<file path="config.mk">
export PLATFORM = sky130hd
export DESIGN_NAME = static_priority_issue_queue
export DESIGN_NICKNAME = d
export VERILOG_FILES = /design/src/rtl/static_priority_issue_queue.sv
export SDC_FILE = /design/constraint.sdc
export NUM_CORES = 1
export LEC_CHECK = 0
export ABC_AREA = 1
export ABC_CLOCK_PERIOD_IN_PS = 6100
export BUFFER_PORTS_ARGS = -buffer_cell sky130_fd_sc_hd__buf_2
export CAP_MARGIN = 30
export CORE_MARGIN = 3
export CORE_UTILIZATION = 56
export DETAILED_ROUTE_END_ITERATION = 12
export GPL_TIMING_DRIVEN = 0
export PLACE_DENSITY = 0.74
export SLEW_MARGIN = 10
export SYNTH_ARGS = -nofsm -noshare
export SYNTH_HDL_FRONTEND = slang
export SYNTH_SLANG_ARGS = --single-unit
</file>
<file path="constraint.sdc">
create_clock -name clk -period 6.1 [get_ports clk]
set_input_delay 1.22 -clock clk [delete_from_list [all_inputs] [get_ports clk]]
set_output_delay 1.22 -clock clk [all_outputs]
set_load 0.02 [all_outputs]
</file>
<file path="src/rtl/static_priority_issue_queue.sv">
// Multi-port issue queue: allocates the lowest-index free slots for enqueue
// and issues the lowest-index valid-and-ready entries on each select port.
module static_priority_issue_queue #(
    parameter int Depth     = 8,
    parameter int EnqWidth  = 2,
    parameter int SelWidth  = 2,
    parameter int DataWidth = 32,
    parameter int PtrWidth  = $clog2(Depth)
) (
    input  logic                          clk,
    input  logic                          rst_n,
    input  logic                          flush_i,
    input  logic [EnqWidth-1:0]           enq_vld_i,
    input  logic [EnqWidth*DataWidth-1:0] enq_data_i,
    output logic [EnqWidth-1:0]           enq_rdy_o,
    input  logic [Depth-1:0]              entry_rdy_i,
    output logic [SelWidth-1:0]           deq_vld_o,
    input  logic [SelWidth-1:0]           deq_rdy_i,
    output logic [SelWidth*DataWidth-1:0] deq_data_o,
    output logic [SelWidth*PtrWidth-1:0]  deq_idx_o,
    output logic [Depth-1:0]              entry_vld_o,
    output logic [PtrWidth:0]             count_o,
    output logic                          full_o,
    output logic                          empty_o
);

    logic [Depth-1:0]     valid;
    logic [DataWidth-1:0] payload [Depth];

    logic [Depth-1:0]     enq_mask [EnqWidth];
    logic [Depth-1:0]     sel_mask [SelWidth];
    logic [EnqWidth-1:0]  enq_fire;
    logic [SelWidth-1:0]  deq_fire;
    logic [Depth-1:0]     set_mask;
    logic [Depth-1:0]     clr_mask;

    // Port k owns the k-th free slot, regardless of which ports are requesting.
    always_comb begin
        int n;
        n = 0;
        for (int k = 0; k < EnqWidth; k++) enq_mask[k] = '0;
        for (int i = 0; i < Depth; i++) begin
            if (!valid[i]) begin
                for (int k = 0; k < EnqWidth; k++)
                    if (n == k) enq_mask[k][i] = 1'b1;
                n = n + 1;
            end
        end
    end

    always_comb begin
        int n;
        n = 0;
        for (int j = 0; j < SelWidth; j++) sel_mask[j] = '0;
        for (int i = 0; i < Depth; i++) begin
            if (valid[i] && entry_rdy_i[i]) begin
                for (int j = 0; j < SelWidth; j++)
                    if (n == j) sel_mask[j][i] = 1'b1;
                n = n + 1;
            end
        end
    end

    always_comb begin
        deq_vld_o  = '0;
        deq_data_o = '0;
        deq_idx_o  = '0;
        for (int j = 0; j < SelWidth; j++) begin
            deq_vld_o[j] = |sel_mask[j];
            for (int i = 0; i < Depth; i++) begin
                if (sel_mask[j][i]) begin
                    deq_data_o[j*DataWidth +: DataWidth] = payload[i];
                    deq_idx_o[j*PtrWidth +: PtrWidth]    = PtrWidth'(i);
                end
            end
        end
    end

    always_comb begin
        enq_fire = '0;
        set_mask = '0;
        for (int k = 0; k < EnqWidth; k++) begin
            enq_rdy_o[k] = |enq_mask[k];
            enq_fire[k]  = enq_vld_i[k] & enq_rdy_o[k];
            if (enq_fire[k]) set_mask = set_mask | enq_mask[k];
        end
    end

    always_comb begin
        deq_fire = deq_vld_o & deq_rdy_i;
        clr_mask = '0;
        for (int j = 0; j < SelWidth; j++)
            if (deq_fire[j]) clr_mask = clr_mask | sel_mask[j];
    end

    always_comb begin
        count_o = '0;
        for (int i = 0; i < Depth; i++)
            count_o = count_o + (PtrWidth+1)'(valid[i]);
    end

    assign entry_vld_o = valid;
    assign full_o      = (count_o == (PtrWidth+1)'(Depth));
    assign empty_o     = (count_o == '0);

    // Enqueue only targets free slots and issue only valid ones, so set and
    // clear masks never overlap; flush wins over any same-cycle enqueue.
    always_ff @(posedge clk or negedge rst_n) begin
        if (!rst_n) begin
            valid <= '0;
            for (int i = 0; i < Depth; i++) payload[i] <= '0;
        end else if (flush_i) begin
            valid <= '0;
        end else begin
            valid <= (valid & ~clr_mask) | set_mask;
            for (int k = 0; k < EnqWidth; k++)
                for (int i = 0; i < Depth; i++)
                    if (enq_fire[k] && enq_mask[k][i])
                        payload[i] <= enq_data_i[k*DataWidth +: DataWidth];
        end
    end

endmodule

</file>
==> results by group, run 1 <==
Drt
  • Vias: between 20000 and 25000
  • Starting DRT DRC Count: roughly 2900
  • Router iterations before antenna repair: 6
  • DRC: 0
  • Via/cell ratio: 6.104
  • Detailed Route WL: a little over 80 mm
  • Routed Antenna Nets: 0
  • Routed len/inst: 21.62 um

Setup path
  • Worst setup EP type: output pin
  • Crit path buf inv count: 7
  • Worst R2R Setup Slack: just under 900 ps
  • Crit Path Max Fanout: 11
  • CP Class: primary input to output pin
  • Slowest cell on crit path: nand3_1
  • Startpoint type of the worst setup path: primary input
  • Slowest stage delay, CP: roughly 530 ps
  • CP arrival: approximately 5000 ps
  • CP Cell Sequence: buf_8 > nand2_8 > clkbuf_16 > buf_4 > ha_1 > nand2_1 > inv_1 > nand2_1 > nand3_1 > inv_2 > buf_1 > a21oi_1 > a21oi_1 > o211ai_1 > o21ai_0 > o211ai_1 > o21ai_2 > buf_6
  • CP delay by family, top: buffers and inverters
  • CP required: just under 5000 ps

Die
  • Die area: 37730 um2
  • Die H: a little under 200 um
  • Core footprint: about 35000 um2
  • Row count: slightly below 70
  • Die Wd: approximately 190 um
  • Starting Density: between 50 and 60%
  • Ports: about 170

Timing
  • Post-route minimum period: between 6000 and 7000 ps
  • Clk_skew: approximately 19 ps
  • Rel. slew slack: about half
  • Final setup vio count: 33
  • Fmax: approximately 160 MHz
  • Final hold vios: 0
  • WHS: 470.4 ps
  • Setup ws final: -137.5 ps
  • Final Max Tran Viols: 0
  • Setup total negative slack: -968.9 ps
  • RSZ-0062 raised after global routing: yes
  • Tcrit/Tclk final: 102.3%
  • Worst slew pin tran: 765.5 ps

Yosys
  • Leading post-synthesis cells by cell area: dfrtp_1 (33%), nand2_1 (24%), o21ai_0 (8.3%), nand3_1 (7.0%), o211ai_1 (4.9%)
  • Synth area leader: dfrtp_1
  • YS warnings: 0
  • Seq/Total Area, Yosys: between 30% and 40%
  • Cells after Synth: around 3100
  • Top cell type's share of synthesized area: 33.30%
  • Syn_nets: 3262
  • Cell variety after synth: 36
  • Post-synth ARST share: 100.0%
  • Syn Std Cell Area: 19840 um2
  • Syn Area/Cell: ~6.3 um2
  • Synth Register Bits: between 200 and 300
  • Post-synth EDFFs: 0
  • Ys flop type: dfrtp_1

Power
  • P_sw: 6.819 mW
  • Sw Ratio: between 50 and 60%
  • Share of power burned in the clock network: between 10% and 20%
  • Combinational power share: 62.2%
  • VDD IR-drop max: 0.4037 mV
  • Internal power: between 6 and 7 mW
  • P per Cell Area: ~560 nW/um2
  • Sequential Power Share: approximately a quarter
  • Pleak: around 13 nW

Global routing
  • Total track usage: roughly two fifths
  • Largest net degree at the start of global routing: ~110
  • Gr ovfl total: 0
  • First-pass GRT wire length: roughly 120 mm
  • Initial antenna violation count: 0
  • Vias in the first global route: around 21000

Place
  • Hpwl dp: between 60 and 70 mm
  • Dpl cell area: between 20000 and 25000 um2
  • Dpl ws: -1531 ps
  • GP Congestion: a little over 1
  • Port buffer count: ~130

Layout
  • Layout area overhead: 19.03%
  • Commonest non-fill, non-tap cell in the layout: nand2_1
  • Nets: 3477
  • Fraction of layout cells with a size suffix above 1: between 10 and 15%
  • # diodes: 0
  • Final instance area: 23620 um2
  • Fillcell total: approximately 3000
  • Post-layout util: about two thirds
  • Most frequent cells in the layout: nand2_1 (1256), nand3_1 (272), o21ai_0 (264)

Clock tree
  • CTS tree: yes
  • Worst-path clk slew: about 60 ps
  • Root Buffer: clkbuf_16
  • Cts bufs inserted: 29
  • Cts hold-fix bufs: 0
  • Sink Count: 264
  • CTS HTree Levels: 1
  • Worst skew pair latency: 580 ps
  • Clock Tree Buf Depth: 3

Worst hold path
  • Hold Crit Class: register to register

Run
  • Number of max-cap violations: 0

Run status
  • Violated checks: setup timing
  • Outcome: finished with violations
-- path summary, 6_finish.rpt --
path,from,end,cells after the start
hold reg to reg,payload[106]$_DFFE_PN0P_,payload[106]$_DFFE_PN0P_,2
hold / removal,payload[106]$_DFFE_PN0P_,payload[106]$_DFFE_PN0P_,2
setup / recovery,entry_rdy_i[0],deq_data_o[30],18
min in group asynchronous,rst_n,payload[30]$_DFFE_PN0P_,1
max in group asynchronous,rst_n,payload[197]$_DFFE_PN0P_,3
setup reg to reg,entry_vld_o[0]$_DFF_PN0_,payload[200]$_DFFE_PN0P_,25
-- worst reg2reg max path, stage by stage, from the launching register on --
cell and delay (ps):
dfrtp_2 400, clkinv_4 170, fa_2 620, inv_1 50
ha_1 270, inv_1 60, o21ai_4 170, ha_1 250
or2_2 300, o21ai_4 90, inv_1 60, ha_1 310
o21ai_2 150, inv_1 60, ha_1 270, a21oi_1 140
nand3_1 140, nor2_4 160, nand3_2 100, nand2_4 110
buf_4 120, nand4_2 300, nand2_1 410, buf_2 300
nand2_1 90, nand2_1 70
-- power groups by stage --
stage | logic, mW | clock network, mW | registers (mW)
floorplan | 5.27 | 0 | 2.99
global placement | 7.04 | 0 | 3.12
detailed placement | 7.24 | 0 | 3.14
CTS | 7.54 | 1.82 | 3.12
global route | 9.02 | 1.89 | 3.23
finish | 8.24 | 1.84 | 3.17
-- repair_timing --
item,CTS,global route
cloned,2,6
setup buffers,22,25
setup endpoints to repair,103,74
gates resized for setup,120,166
pin swaps,19,32
hold endpoints to repair,0,0
-- registers in the layout, summed over array words and instances (netlist names) --
register / flops
entry_vld_o: 8
payload: 256
-- metal layers --
layer,vias to the layer above,share of wire [%],global-route usage [%]
met2,1700,43,61.72
li1,10650,-,-
met3,224,14,10.72
met4,0,3.7,12.45
met5,-,0,0
met1,10820,39,58.92
-- metrics by stage --
| step | instances | total power [mW] |
|---|---|---|
| after floorplan | 3141 | 8.262 |
| after global placement | 3727 | 10.15 |
| after detailed placement | 3729 | 10.38 |
| after CTS | 3802 | 12.48 |
| after global routing | 3832 | 14.14 |
| final | 3832 | 13.25 |
-- Yosys cell counts, types with 2 or more instances --
cell,instances
nor2_4,2
o211ai_1,130
xnor2_1,2
nand2_1,1276
clkinv_1,4
nand4_1,106
nor2_2,2
nor3_1,2
o21ai_1,28
nand4_2,4
fa_1,6
clkbuf_1,121
or2_2,5
nor2_1,71
buf_1,23
ha_1,36
buf_2,105
nand3_2,6
o21ai_0,330
buf_4,5
inv_2,10
o21ai_2,3
a21oi_1,54
buf_6,6
nand3b_1,4
nand2_2,10
nand3_1,276
inv_1,243
dfrtp_1,264
-- cell families after synthesis --
| logic type | count (synthesis) | synth area share (%) |
|---|---|---|
| simple gates | 1769 | 37.46 |
| compound gates | 545 | 15.44 |
| flops | 264 | 33.30 |
| buf+inv | 518 | 10.79 |
| fa+ha+maj | 42 | 2.876 |
| xor+xnor | 3 | 0.1324 |
-- cell type report --
class	instances	area (um2)	share of cell area [%]
Inverter	257	992.2	4.201
Tap cell	455	569.3	2.411
Timing Repair Buffer	188	1587	6.718
Buffer	257	1400	5.928
Multi-Input combinational cell	2359	11480	48.63
Clock buffer	44	882.1	3.735
Clock inverter	8	93.84	0.3974
Sequential cell	264	6609	27.98
No activity file was read; power rests on OpenSTA's default activity.
==> run 2: changes to the inputs <==
ABC_AREA = unset   (was 1)
CAP_MARGIN = unset   (was 30)
CORE_UTILIZATION = 55   (was 56)
==> results by group, run 2 <==
Yosys
  • Syn_nets: 2247 (was 3262)
  • Top-count cell post-synth: nor2_1 (was nand2_1)
  • Synth Register Bits: 264 (unchanged)
  • Syn Std Cell Area: 18230 um2 (was 19840 um2)
  • Top cell type's share of synthesized area: 36.24% (was 33.30%)
  • Syn Area/Cell: 8.574 um2 (was 6.317 um2)
  • Leading post-synthesis cells by cell area: dfrtp_1 (36%), mux2i_1 (11%), nor2_1 (7.0%), a21oi_1 (6.5%), mux2_2 (4.0%) (was dfrtp_1 (33%), nand2_1 (24%), o21ai_0 (8.3%), nand3_1 (7.0%), o211ai_1 (4.9%))
  • Cells after Synth: 2126 (was 3141)
  • Post-synth EDFFs: 0 (unchanged)
  • Synth area leader: dfrtp_1 (unchanged)
  • Most instantiated cells after synthesis: nor2_1 (339), dfrtp_1 (264), a21oi_1 (238) (was nand2_1 (1276), o21ai_0 (330), nand3_1 (276))
  • Seq/Total Area, Yosys: 36.24% (was 33.30%)
  • Cell variety after synth: 80 (was 36)
  • Post-synth ARST share: 100.0% (unchanged)
  • YS warnings: 0 (unchanged)
  • Ys flop type: dfrtp_1 (unchanged)

Place
  • Port buffer count: 163 (was 131)
  • Hpwl dp: 47.51 mm (was 63.51 mm)
  • GP Congestion: 0.9641 (was 1.025)
  • Dpl cell area: 20170 um2 (was 21250 um2)

Drt
  • Via/cell ratio: 6.585 (was 6.104)
  • Detailed Route WL: 74.55 mm (was 82.85 mm)
  • Starting DRT DRC Count: 2625 (was 2872)
  • DRC: 0 (unchanged)
  • Routed len/inst: 25.96 um (was 21.62 um)
  • Router iterations before antenna repair: 8 (was 6)
  • Routed Antenna Nets: 0 (unchanged)
  • Vias: 18910 (was 23390)

Global routing
  • Total track usage: 39.89% (was 41.20%)
  • Vias in the first global route: 18770 (was 20760)
  • Gr ovfl total: 0 (unchanged)
  • Largest net degree at the start of global routing: 110 (was 105)
  • First-pass GRT wire length: 110.5 mm (was 121.8 mm)
  • Initial antenna violation count: 2 (was 0)

Timing
  • Final Max Tran Viols: 0 (unchanged)
  • Final hold vios: 0 (unchanged)
  • Setup ws final: -980.3 ps (was -137.5 ps)
  • Fmax: 141.2 MHz (was 160.3 MHz)
  • Clk_skew: 19.26 ps (was 18.89 ps)
  • WHS: 497.6 ps (was 470.4 ps)
  • Final setup vio count: 74 (was 33)
  • Tcrit/Tclk final: 116.1% (was 102.3%)
  • Post-route minimum period: 7080 ps (was 6238 ps)
  • RSZ-0062 raised after global routing: yes (unchanged)
  • Worst slew pin tran: 1147 ps (was 765.5 ps)
  • Rel. slew slack: 23.55% (was 48.97%)
  • Setup total negative slack: -65560 ps (was -968.9 ps)

Setup path
  • Worst setup EP type: output pin (unchanged)
  • Cell mode on critical path: buf_6
  • Crit path buf inv count: 11 (was 7)
  • Slowest cell on crit path: fa_1 (was nand3_1)
  • Slowest stage delay, CP: 570 ps (was 530 ps)
  • Worst R2R Setup Slack: 150 ps (was 880 ps)
  • CP required: 4880 ps (about the same)
  • CP arrival: 5860 ps (was 5020 ps)
  • Crit Path Max Fanout: 6 (was 11)
  • CP Class: primary input to output pin (unchanged)
  • CP delay by family, top: adder cells (was buffers and inverters)
  • Startpoint type of the worst setup path: primary input (unchanged)

Run status
  • Outcome: finished with violations (unchanged)
  • Violated checks: setup timing (unchanged)

Clock tree
  • Root Buffer: clkbuf_16 (unchanged)
  • Worst skew pair latency: 590 ps (was 580 ps)
  • Cts hold-fix bufs: 0 (unchanged)
  • Worst-path clk slew: 60 ps (about the same)
  • CTS HTree Levels: 1 (unchanged)
  • CTS tree: yes (unchanged)
  • Sink Count: 264 (unchanged)
  • Clock Tree Buf Depth: 3 (unchanged)
  • Cts bufs inserted: 30 (was 29)

Die
  • Starting Density: 55.88% (was 57.16%)
  • Die H: 188.1 um (was 194.2 um)
  • Die Wd: 188.1 um (was 194.2 um)
  • Core footprint: 32620 um2 (was 34710 um2)
  • Die area: 35360 um2 (was 37730 um2)
  • Ports: 167 (unchanged)
  • Row count: 66 (was 68)

Layout
  • Most frequent cells in the layout: nor2_1 (334), dfrtp_1 (261), a21oi_1 (217) (was nand2_1 (1256), nand3_1 (272), o21ai_0 (264))
  • Final instance area: 23760 um2 (was 23620 um2)
  • Commonest non-fill, non-tap cell in the layout: nor2_1 (was nand2_1)
  • Layout area overhead: 30.37% (was 19.03%)
  • Reg area: 6610 um2 (was 6609 um2)
  • Most flops, register: payload (unchanged)
  • Fraction of layout cells with a size suffix above 1: 27.76% (was 14.72%)
  • Fillcell total: 2394 (was 3010)
  • Area of the multi-input gates: 11840 um2 (was 11480 um2)
  • Post-layout util: 72.85% (was 68.03%)
  • Nets: 2527 (was 3477)
  • Max reg flops: 256 (unchanged)

Power
  • Share of power burned in the clock network: 13.3% (was 13.9%)
  • Pleak: 11.16 nW (was 12.51 nW)
  • P_sw: 6.784 mW (was 6.819 mW)
  • Sequential Power Share: 23.7% (was 23.9%)
  • P per Cell Area: 604.9 nW/um2 (was 560.9 nW/um2)
  • Final Total Pwr: 14.38 mW (was 13.25 mW)
  • Combinational power share: 62.9% (was 62.2%)
  • VDD IR-drop max: 0.5432 mV (was 0.4037 mV)
  • Sw Ratio: 47.19% (was 51.47%)
  • Internal power: 7.592 mW (was 6.429 mW)

Run
  • Number of max-cap violations: 0 (unchanged)

Worst hold path
  • Hold Crit Class: register to register (unchanged)
## run 2: final timing paths
| path | from | end | depth (start not counted) |
|---|---|---|---|
| setup reg to reg | entry_vld_o[2]$_DFF_PN0_ | payload[166]$_DFFE_PN0P_ | 24 |
| setup / recovery | entry_rdy_i[0] | deq_data_o[41] | 28 |
| hold / removal | payload[232]$_DFFE_PN0P_ | payload[232]$_DFFE_PN0P_ | 1 |
| min in group asynchronous | rst_n | entry_vld_o[5]$_DFF_PN0_ | 1 |
| max in group asynchronous | rst_n | payload[26]$_DFFE_PN0P_ | 2 |
| hold reg to reg | payload[232]$_DFFE_PN0P_ | payload[232]$_DFFE_PN0P_ | 1 |
## run 2: layout make-up
cell class	instances	share of cell area, %
flip-flops and latches	264	27.82
multi-input cells	1636	49.80
diodes	2	0.02106
plain buffers	178	4.939
inverters	40	0.6950
clock buffers	42	3.686
well taps	442	2.327
repair buffers	256	10.08
clock inverters	12	0.6318
## run 2: timing repair
action / CTS / global route
resized for setup: 360 / 86
setup endpoints to repair: 223 / 220
setup buffers: 47 / 43
pin swaps: 50 / 32
gates cloned: 8 / 5
## run 2: power by group through the flow
stage	clock network [mW]	logic [mW]	registers (mW)
floorplan	0	5.56	3.17
global placement	0	7.41	3.30
detailed placement	0	7.62	3.35
CTS	1.90	8.22	3.36
global route	1.98	9.65	3.50
finish	1.92	9.05	3.41
## run 2: cells by family after synthesis
group	count (synthesis)	synth area share, %
simple gates	696	16.75
compound gates	589	20.07
buf+inv	226	5.258
fa+ha+maj	43	3.185
xor+xnor	17	1.236
mux	291	17.26
flops	264	36.24
## run 2: worst register-to-register path, cell delays in order, from the launching register on
cell      delay [ps]
dfrtp_2          420
buf_6            150
buf_6            100
inv_4             30
fa_2             600
inv_2             60
ha_4             240
o21a_1           200
ha_1             310
nor2b_4          130
or3_4            410
ha_4             280
nor2_2            40
a21oi_2          160
ha_2             200
inv_2             40
a311o_1          260
a311o_1          370
a211oi_2         280
buf_4            150
o2111a_1         200
o211a_1          180
buf_2            300
buf_1            510
a21oi_1          150
## run 2: metrics by stage
stage | setup WS (ps) | cells
2_1_floorplan | -719.1 | 2126
3_3_place_gp | -1814 | 2731
3_5_place_dp | -1865 | 2733
4_1_cts | -960.1 | 2836
5_1_grt | -1140 | 2872
6_report | -980.3 | 2872
## run 2: metal layers
layer  routed length, um  part of all wire [%]  global-route usage, %  vias to the layer above
met5                  72                 0.097                  1.374                        -
met4                4439                   6.0                  21.41                        2
met3                8935                    12                  10.67                      330
met2               33200                    45                  62.10                     1350
met1               27900                    37                  50.73                     9105
li1                    -                     -                      -                     8125
